--- src/rtl/scan_mux_pkg.sv ---
// -----------------------------------------------------------------------------
// scan_mux_pkg
// Shared definitions for the scan_mux channel multiplexer.
//   - DEF_WIDTH / DEF_CHANNELS : default channel width and channel count
//   - MAX_CHANNELS             : widest channel vector the helpers can handle
//   - onehot(idx, n)           : one-hot vector with bit idx set (zero if idx >= n)
//   - next_unmasked(idx, mask, n) : first channel after idx, searching upward
//                                with wrap, whose mask bit is set; returns idx
//                                itself when it is the only one set or when
//                                no bit is set at all
// -----------------------------------------------------------------------------
package scan_mux_pkg;

    localparam int DEF_WIDTH    = 7;
    localparam int DEF_CHANNELS = 4;
    localparam int MAX_CHANNELS = 64;

    function automatic logic [MAX_CHANNELS-1:0] onehot(
        input int unsigned idx,
        input int unsigned n
    );
        logic [MAX_CHANNELS-1:0] v;
        v = '0;
        if (idx < n) begin
            v = MAX_CHANNELS'(1) << idx;
        end
        return v;
    endfunction

    // The candidate at offset k == n is idx itself, so a lone unmasked
    // current channel, or an all-zero mask, leaves the index where it is.
    function automatic int unsigned next_unmasked(
        input int unsigned             idx,
        input logic [MAX_CHANNELS-1:0] mask,
        input int unsigned             n
    );
        int unsigned result;
        int unsigned cand;
        logic        found;
        result = idx;
        found  = 1'b0;
        for (int unsigned k = 1; k <= MAX_CHANNELS; k++) begin
            if (k <= n) begin
                cand = (idx + k) % n;
                if (!found && mask[cand[5:0]]) begin
                    result = cand;
                    found  = 1'b1;
                end
            end
        end
        return result;
    endfunction

endpackage

--- src/rtl/scan_mux_prescaler.sv ---
// -----------------------------------------------------------------------------
// scan_prescaler
// Dwell counter for auto-scan mode. Counts 0..SCAN_DIV-1 and wraps.
//   clk     in   system clock
//   rst_n   in   asynchronous active-low reset
//   i_clear in   holds the count at 0 (manual mode)
//   o_cnt   out  current dwell count
//   o_tc    out  terminal count: high while o_cnt == SCAN_DIV-1 and not cleared
// -----------------------------------------------------------------------------
module scan_prescaler #(
    parameter  int SCAN_DIV = 50000,
    localparam int CNT_W    = $clog2(SCAN_DIV)
) (
    input  logic             clk,
    input  logic             rst_n,
    input  logic             i_clear,
    output logic [CNT_W-1:0] o_cnt,
    output logic             o_tc
);

    localparam logic [CNT_W-1:0] LAST_CNT = CNT_W'(SCAN_DIV - 1);

    logic [CNT_W-1:0] r_cnt;

    assign o_tc  = !i_clear && (r_cnt == LAST_CNT);
    assign o_cnt = r_cnt;

    always_ff @(posedge clk or negedge rst_n) begin
        if (!rst_n) begin
            r_cnt <= '0;
        end else if (i_clear || o_tc) begin
            r_cnt <= '0;
        end else begin
            r_cnt <= r_cnt + 1'b1;
        end
    end

endmodule

--- src/rtl/scan_mux.sv ---
// -----------------------------------------------------------------------------
// scan_mux
// Registered N-channel, W-bit multiplexer with manual select and an auto-scan
// mode that rotates through unmasked channels, dwelling SCAN_DIV cycles each.
// Used to drive time-multiplexed displays and debug channel viewers.
//
// Ports:
//   clk      in   system clock
//   rst_n    in   asynchronous active-low reset (synchronous release expected)
//   in_bus   in   CHANNELS*WIDTH, channel k at [k*WIDTH +: WIDTH]
//   sel      in   manual channel select
//   auto_en  in   1 = auto-scan, 0 = manual
//   ch_mask  in   auto mode: 1 = channel takes part in the rotation
//   out      out  selected channel data (registered)
//   out_sel  out  index of the channel currently on out
//   ch_en    out  one-hot enable of the active channel (registered)
//   strobe   out  one-cycle pulse on each auto-mode channel advance
//
// Build option: define SCAN_MUX_BLANK_EN to blank out/ch_en during the first
// BLANK_CYCLES cycles of every auto-mode dwell (anti-ghosting). Without it no
// blanking logic is built and BLANK_CYCLES has no effect.
// -----------------------------------------------------------------------------
module scan_mux
    import scan_mux_pkg::*;
#(
    parameter  int WIDTH        = DEF_WIDTH,
    parameter  int CHANNELS     = DEF_CHANNELS,
    parameter  int SCAN_DIV     = 50000,
    parameter  int BLANK_CYCLES = 16,
    localparam int SEL_W        = $clog2(CHANNELS)
) (
    input  logic                      clk,
    input  logic                      rst_n,
    input  logic [CHANNELS*WIDTH-1:0] in_bus,
    input  logic [SEL_W-1:0]          sel,
    input  logic                      auto_en,
    input  logic [CHANNELS-1:0]       ch_mask,
    output logic [WIDTH-1:0]          out,
    output logic [SEL_W-1:0]          out_sel,
    output logic [CHANNELS-1:0]       ch_en,
    output logic                      strobe
);

    localparam int CNT_W = $clog2(SCAN_DIV);

    logic [SEL_W-1:0]    r_idx;
    logic [WIDTH-1:0]    r_out;
    logic [SEL_W-1:0]    r_out_sel;
    logic [CHANNELS-1:0] r_ch_en;
    logic                r_strobe;

    logic [SEL_W-1:0]    w_idx_next;
    logic [WIDTH-1:0]    w_out_next;
    logic [CHANNELS-1:0] w_ch_en_next;
    logic                w_in_range;
    logic                w_tc;
    logic [CNT_W-1:0]    w_cnt;
    logic                w_blank;
    logic [WIDTH-1:0]    w_ch [CHANNELS];

    // Dwell counter is held clear in manual mode so auto entry always
    // starts a fresh, full-length dwell.
    scan_prescaler #(
        .SCAN_DIV (SCAN_DIV)
    ) u_prescaler (
        .clk     (clk),
        .rst_n   (rst_n),
        .i_clear (!auto_en),
        .o_cnt   (w_cnt),
        .o_tc    (w_tc)
    );

    for (genvar gi = 0; gi < CHANNELS; gi++) begin : g_chan
        assign w_ch[gi] = in_bus[gi*WIDTH +: WIDTH];
    end

    always_comb begin
        w_idx_next = r_idx;
        if (!auto_en) begin
            w_idx_next = sel;
        end else if (w_tc) begin
            w_idx_next = SEL_W'(next_unmasked(32'(r_idx), MAX_CHANNELS'(ch_mask), CHANNELS));
        end
    end

    // Only reachable with a manual sel beyond the last channel when
    // CHANNELS is not a power of two.
    assign w_in_range = (32'(w_idx_next) < 32'(CHANNELS));

`ifdef SCAN_MUX_BLANK_EN
    // Blank while the count that will be current on the next cycle lies in
    // the blanking window, so the blank lines up with the dwell as seen on
    // out. On terminal count the next count is 0.
    assign w_blank = auto_en &&
                     (w_tc ? (BLANK_CYCLES > 0)
                           : ((32'(w_cnt) + 32'd1) < 32'(BLANK_CYCLES)));
`else
    localparam int blank_cycles_unused = BLANK_CYCLES;
    logic [CNT_W-1:0] w_cnt_unused;
    assign w_cnt_unused = w_cnt;
    assign w_blank      = 1'b0;
`endif

    always_comb begin
        w_out_next   = '0;
        w_ch_en_next = '0;
        if (w_in_range) begin
            w_out_next   = w_ch[w_idx_next];
            w_ch_en_next = CHANNELS'(onehot(32'(w_idx_next), CHANNELS));
            // Mask is applied every cycle, so masking the current channel
            // darkens it immediately while the index itself only moves at
            // the next advance.
            if (auto_en) begin
                w_ch_en_next = w_ch_en_next & ch_mask;
            end
        end
        if (w_blank) begin
            w_out_next   = '0;
            w_ch_en_next = '0;
        end
    end

    always_ff @(posedge clk or negedge rst_n) begin
        if (!rst_n) begin
            r_idx     <= '0;
            r_out     <= '0;
            r_out_sel <= '0;
            r_ch_en   <= '0;
            r_strobe  <= 1'b0;
        end else begin
            r_idx     <= w_idx_next;
            r_out     <= w_out_next;
            r_out_sel <= w_idx_next;
            r_ch_en   <= w_ch_en_next;
            r_strobe  <= w_tc;
        end
    end

    assign out     = r_out;
    assign out_sel = r_out_sel;
    assign ch_en   = r_ch_en;
    assign strobe  = r_strobe;

endmodule

--- config.mk ---
export PLATFORM = sky130hd
export DESIGN_NAME = scan_mux
export DESIGN_NICKNAME = d
export VERILOG_FILES = /design/src/rtl/scan_mux_pkg.sv /design/src/rtl/scan_mux_prescaler.sv /design/src/rtl/scan_mux.sv
export SDC_FILE = /design/constraint.sdc
export NUM_CORES = 1
export LEC_CHECK = 0
export ABC_AREA = 1
export BUFFER_PORTS_ARGS = -buffer_cell sky130_fd_sc_hd__buf_2
export CAP_MARGIN = 20
export CORE_UTILIZATION = 34
export DETAILED_ROUTE_END_ITERATION = 12
export HOLD_SLACK_MARGIN = 0.1
export SLEW_MARGIN = 10
export SYNTH_ARGS = -nofsm -noshare
export SYNTH_HDL_FRONTEND = slang
export SYNTH_SLANG_ARGS = --single-unit
--- constraint.sdc ---
create_clock -name clk -period 4.3 [get_ports clk]
set_input_delay 0.43 -clock clk [delete_from_list [all_inputs] [get_ports clk]]
set_output_delay 0.43 -clock clk [all_outputs]
set_load 0.1 [all_outputs]
==> flow_summary.ini <==
[route]
viasPerCell = 4.772
wire_per_inst_um = 11.97
totalWireLength_um = 4679
drt_pass1_iterations = 4
ant_nets = 0
drt_iter0_drc = 72
drcViolationCount = 0
vias = 1866

[timing]
tightest_slew_ps = 702.9
hold_viol_final = 0
finalSetupViolCount = 0
fmax_mhz = 462.6
slew_headroom = 0.5303
rsz0062_at_grt = false
fin_crit_sh = 0.5027
fin_ws_ps = 2138
maxSlewViolCount = 0
skew_ps = 10.72
setup_tns_ps = 0
layout_min_cycle_time_ps = 2162

[worst_setup_path]
r2r-end = ch_en[1]
path_class = register to register
crit_buf_inv = 1
rr_startpoint = out_sel[0]
cp.required_ps = 4510
end_kind = register
rr_worst_depth = 12
critPathMaxStageDelay_ps = 610
slowest_stage = dfrtp_1
cp_top_family = simple AND/OR/NAND/NOR gates
cp_data_arrival_time_ps = 2380
cp_max_fo = 15
ff2ff_setup_slack_ps = 2140
path_cells = inv_2, nand2_1, nand2_2, nand2_4, nand2_4, nor2_4, nand3_1, nand3_2, nand3_4, nand2_2, o21ai_1, nor2_1
setup.worst_path.start = out_sel[0]
cp-start-kind = register

[placement]
pre_cts_ws_ps = 2140
place.gp.congestion = 0.8104
hpwlAfterDp_um = 3554
place_area_um2 = 2307
io_buffers = 50

[global_route]
antenna_found_initial = 0
grt-ovfl-total = 0
grtUsageMet1 = 0.2155
grt_pass1_vias = 1778
grt_use_total = 0.1644
met3_usage = 0.02857
grt_max_degree = 31
top_usage_layer = met2
grt_first_pass_wirelength_um = 8217
use_met2 = 0.2701

[logic_synthesis]
syn_inst = 270
synth.yosys.seq_area_share = 0.3647
synth_cell_types = 31
syn_area_um2 = 2058
synth.area.top_cells = dfrtp_1, nand2_1, nand3_1
synth.net_count = 308
synth_seq_cells = 30
synth_top_area_cell = dfrtp_1
ys_warn_count = 0
syn_avg_cell_area_um2 = 7.623
synth_top_cell_area_share = 0.3647

[clock_network]
cts_tree = done
cts-root-buf = clkbuf_8
clock_sinks = 30
cts.clk_slew.worst_paths_ps = 70
cts_resized = 0
h-tree-depth = 2
post_cts_buffers = 0
cts.path.max_buffers = 2
clock_latency_ps = 280
cts_buffers = 5
holdBufCountCts = 0

[run]
maxCapViolations = 0

[cells_and_area]
drive_above_1_share = 0.3292
stdcell_area_um2 = 2402
area_delta_synth_final_pct = 16.72
diodes = 0
nets = 356
fillerInstances = 614

[floorplan]
dieArea_um2 = 6369
dieWidth_um = 79.81
rows = 27
design.portCount = 51
core_um2 = 5675
die_h_um = 79.81
initial_core_util = 0.3627

[run_status]
status = finished clean

[power_and_ir_drop]
ir_worst_vdd_mv = 0.2020
leakage_nw = 1.257
power_density_nw_per_um2 = 339.6

[hold_path]
min_path_type = input pin to async pin
-- cell families after synthesis --
| kind of cell | count (synthesis) | share of synthesized area |
|---|---|---|
| fa+ha+maj | 1 | 0.006078 |
| buf+inv | 43 | 0.1088 |
| simple gates | 183 | 0.4796 |
| xor+xnor | 4 | 0.01702 |
| compound gates | 9 | 0.02370 |
| flops | 30 | 0.3647 |
-- power breakdown --
group | internal [mW] | switching (mW) | leakage (nW) | total, mW
clock network | 0.128 | 0.110 | 0.0472 | 0.238
logic | 0.0631 | 0.205 | 0.813 | 0.268
registers | 0.298 | 0.0116 | 0.397 | 0.310
-- worst max path at each step --
stage                    end  slack [ps]  cells after the start
floorplan             out[3]        1970                     15
global placement    ch_en[1]        2150                     12
detailed placement  ch_en[0]        2140                     12
CTS                 ch_en[0]        2120                     12
global route          out[0]        1840                     13
finish              ch_en[1]        2140                     12
-- cells in the final DEF (no fill, tap or decap), types with 2 or more instances in the layout --
cell type / n
inv_1: 26
buf_2: 50
inv_2: 7
clkbuf_8: 6
dfrtp_1: 30
nor2_4: 2
o21ai_1: 2
nor3_2: 4
nor2_1: 21
nand2_2: 11
nand2_1: 67
nor3b_1: 4
nor3_1: 7
nand3_2: 14
nand2_4: 5
nand3_1: 43
a21oi_1: 5
xor2_1: 3
-- registers in the layout, summed over array words and instances (netlist names) --
signal	flops
u_prescaler.o_cnt	16
out	7
ch_en	4
out_sel	2
strobe	1
-- Yosys cell counts, drive strengths merged --
cell,instances
nor3,11
nor4,1
a21oi,5
a221oi,1
xor2,3
o21ai,3
ha,1
xnor2,1
dfrtp,30
or2,1
clkbuf,2
buf,7
nor3b,5
inv,34
nand3,58
and3,1
nand2,83
nor2,23
-- final cells by class --
cell class,count,area (um2),share of cell area
Inverter,34,132.6,0.05521
Multi-Input combinational cell,197,1084,0.4510
Timing Repair Buffer,50,250.2,0.1042
Clock buffer,6,82.58,0.03438
Clock inverter,2,12.51,0.005208
Sequential cell,30,750.7,0.3125
Tap cell,72,90.09,0.03750
-- per-stage QoR --
| stage | hold slack (ps) | utilization | power, mW | cells |
|---|---|---|---|---|
| final | 185.9 | 0.4233 | 0.8158 | 391 |
| after global routing | 244.9 | 0.4233 | 0.8632 | 391 |
| after CTS | 214.8 | 0.4233 | 0.8266 | 391 |
| after detailed placement | 458.1 | 0.4065 | 0.5849 | 383 |
| after global placement | 444.3 | 0.4065 | 0.5837 | 383 |
| after floorplan | 134.4 | - | 0.5333 | 270 |
-- per-layer routing --
metal	share of wire	routed length (um)	vias to the layer above
met5	0	0	-
met4	0.021	99	0
met3	0.038	180	9
met2	0.48	2230	46
met1	0.46	2169	854
li1	-	-	957
Note: power is estimated with default switching activity, not from simulation.
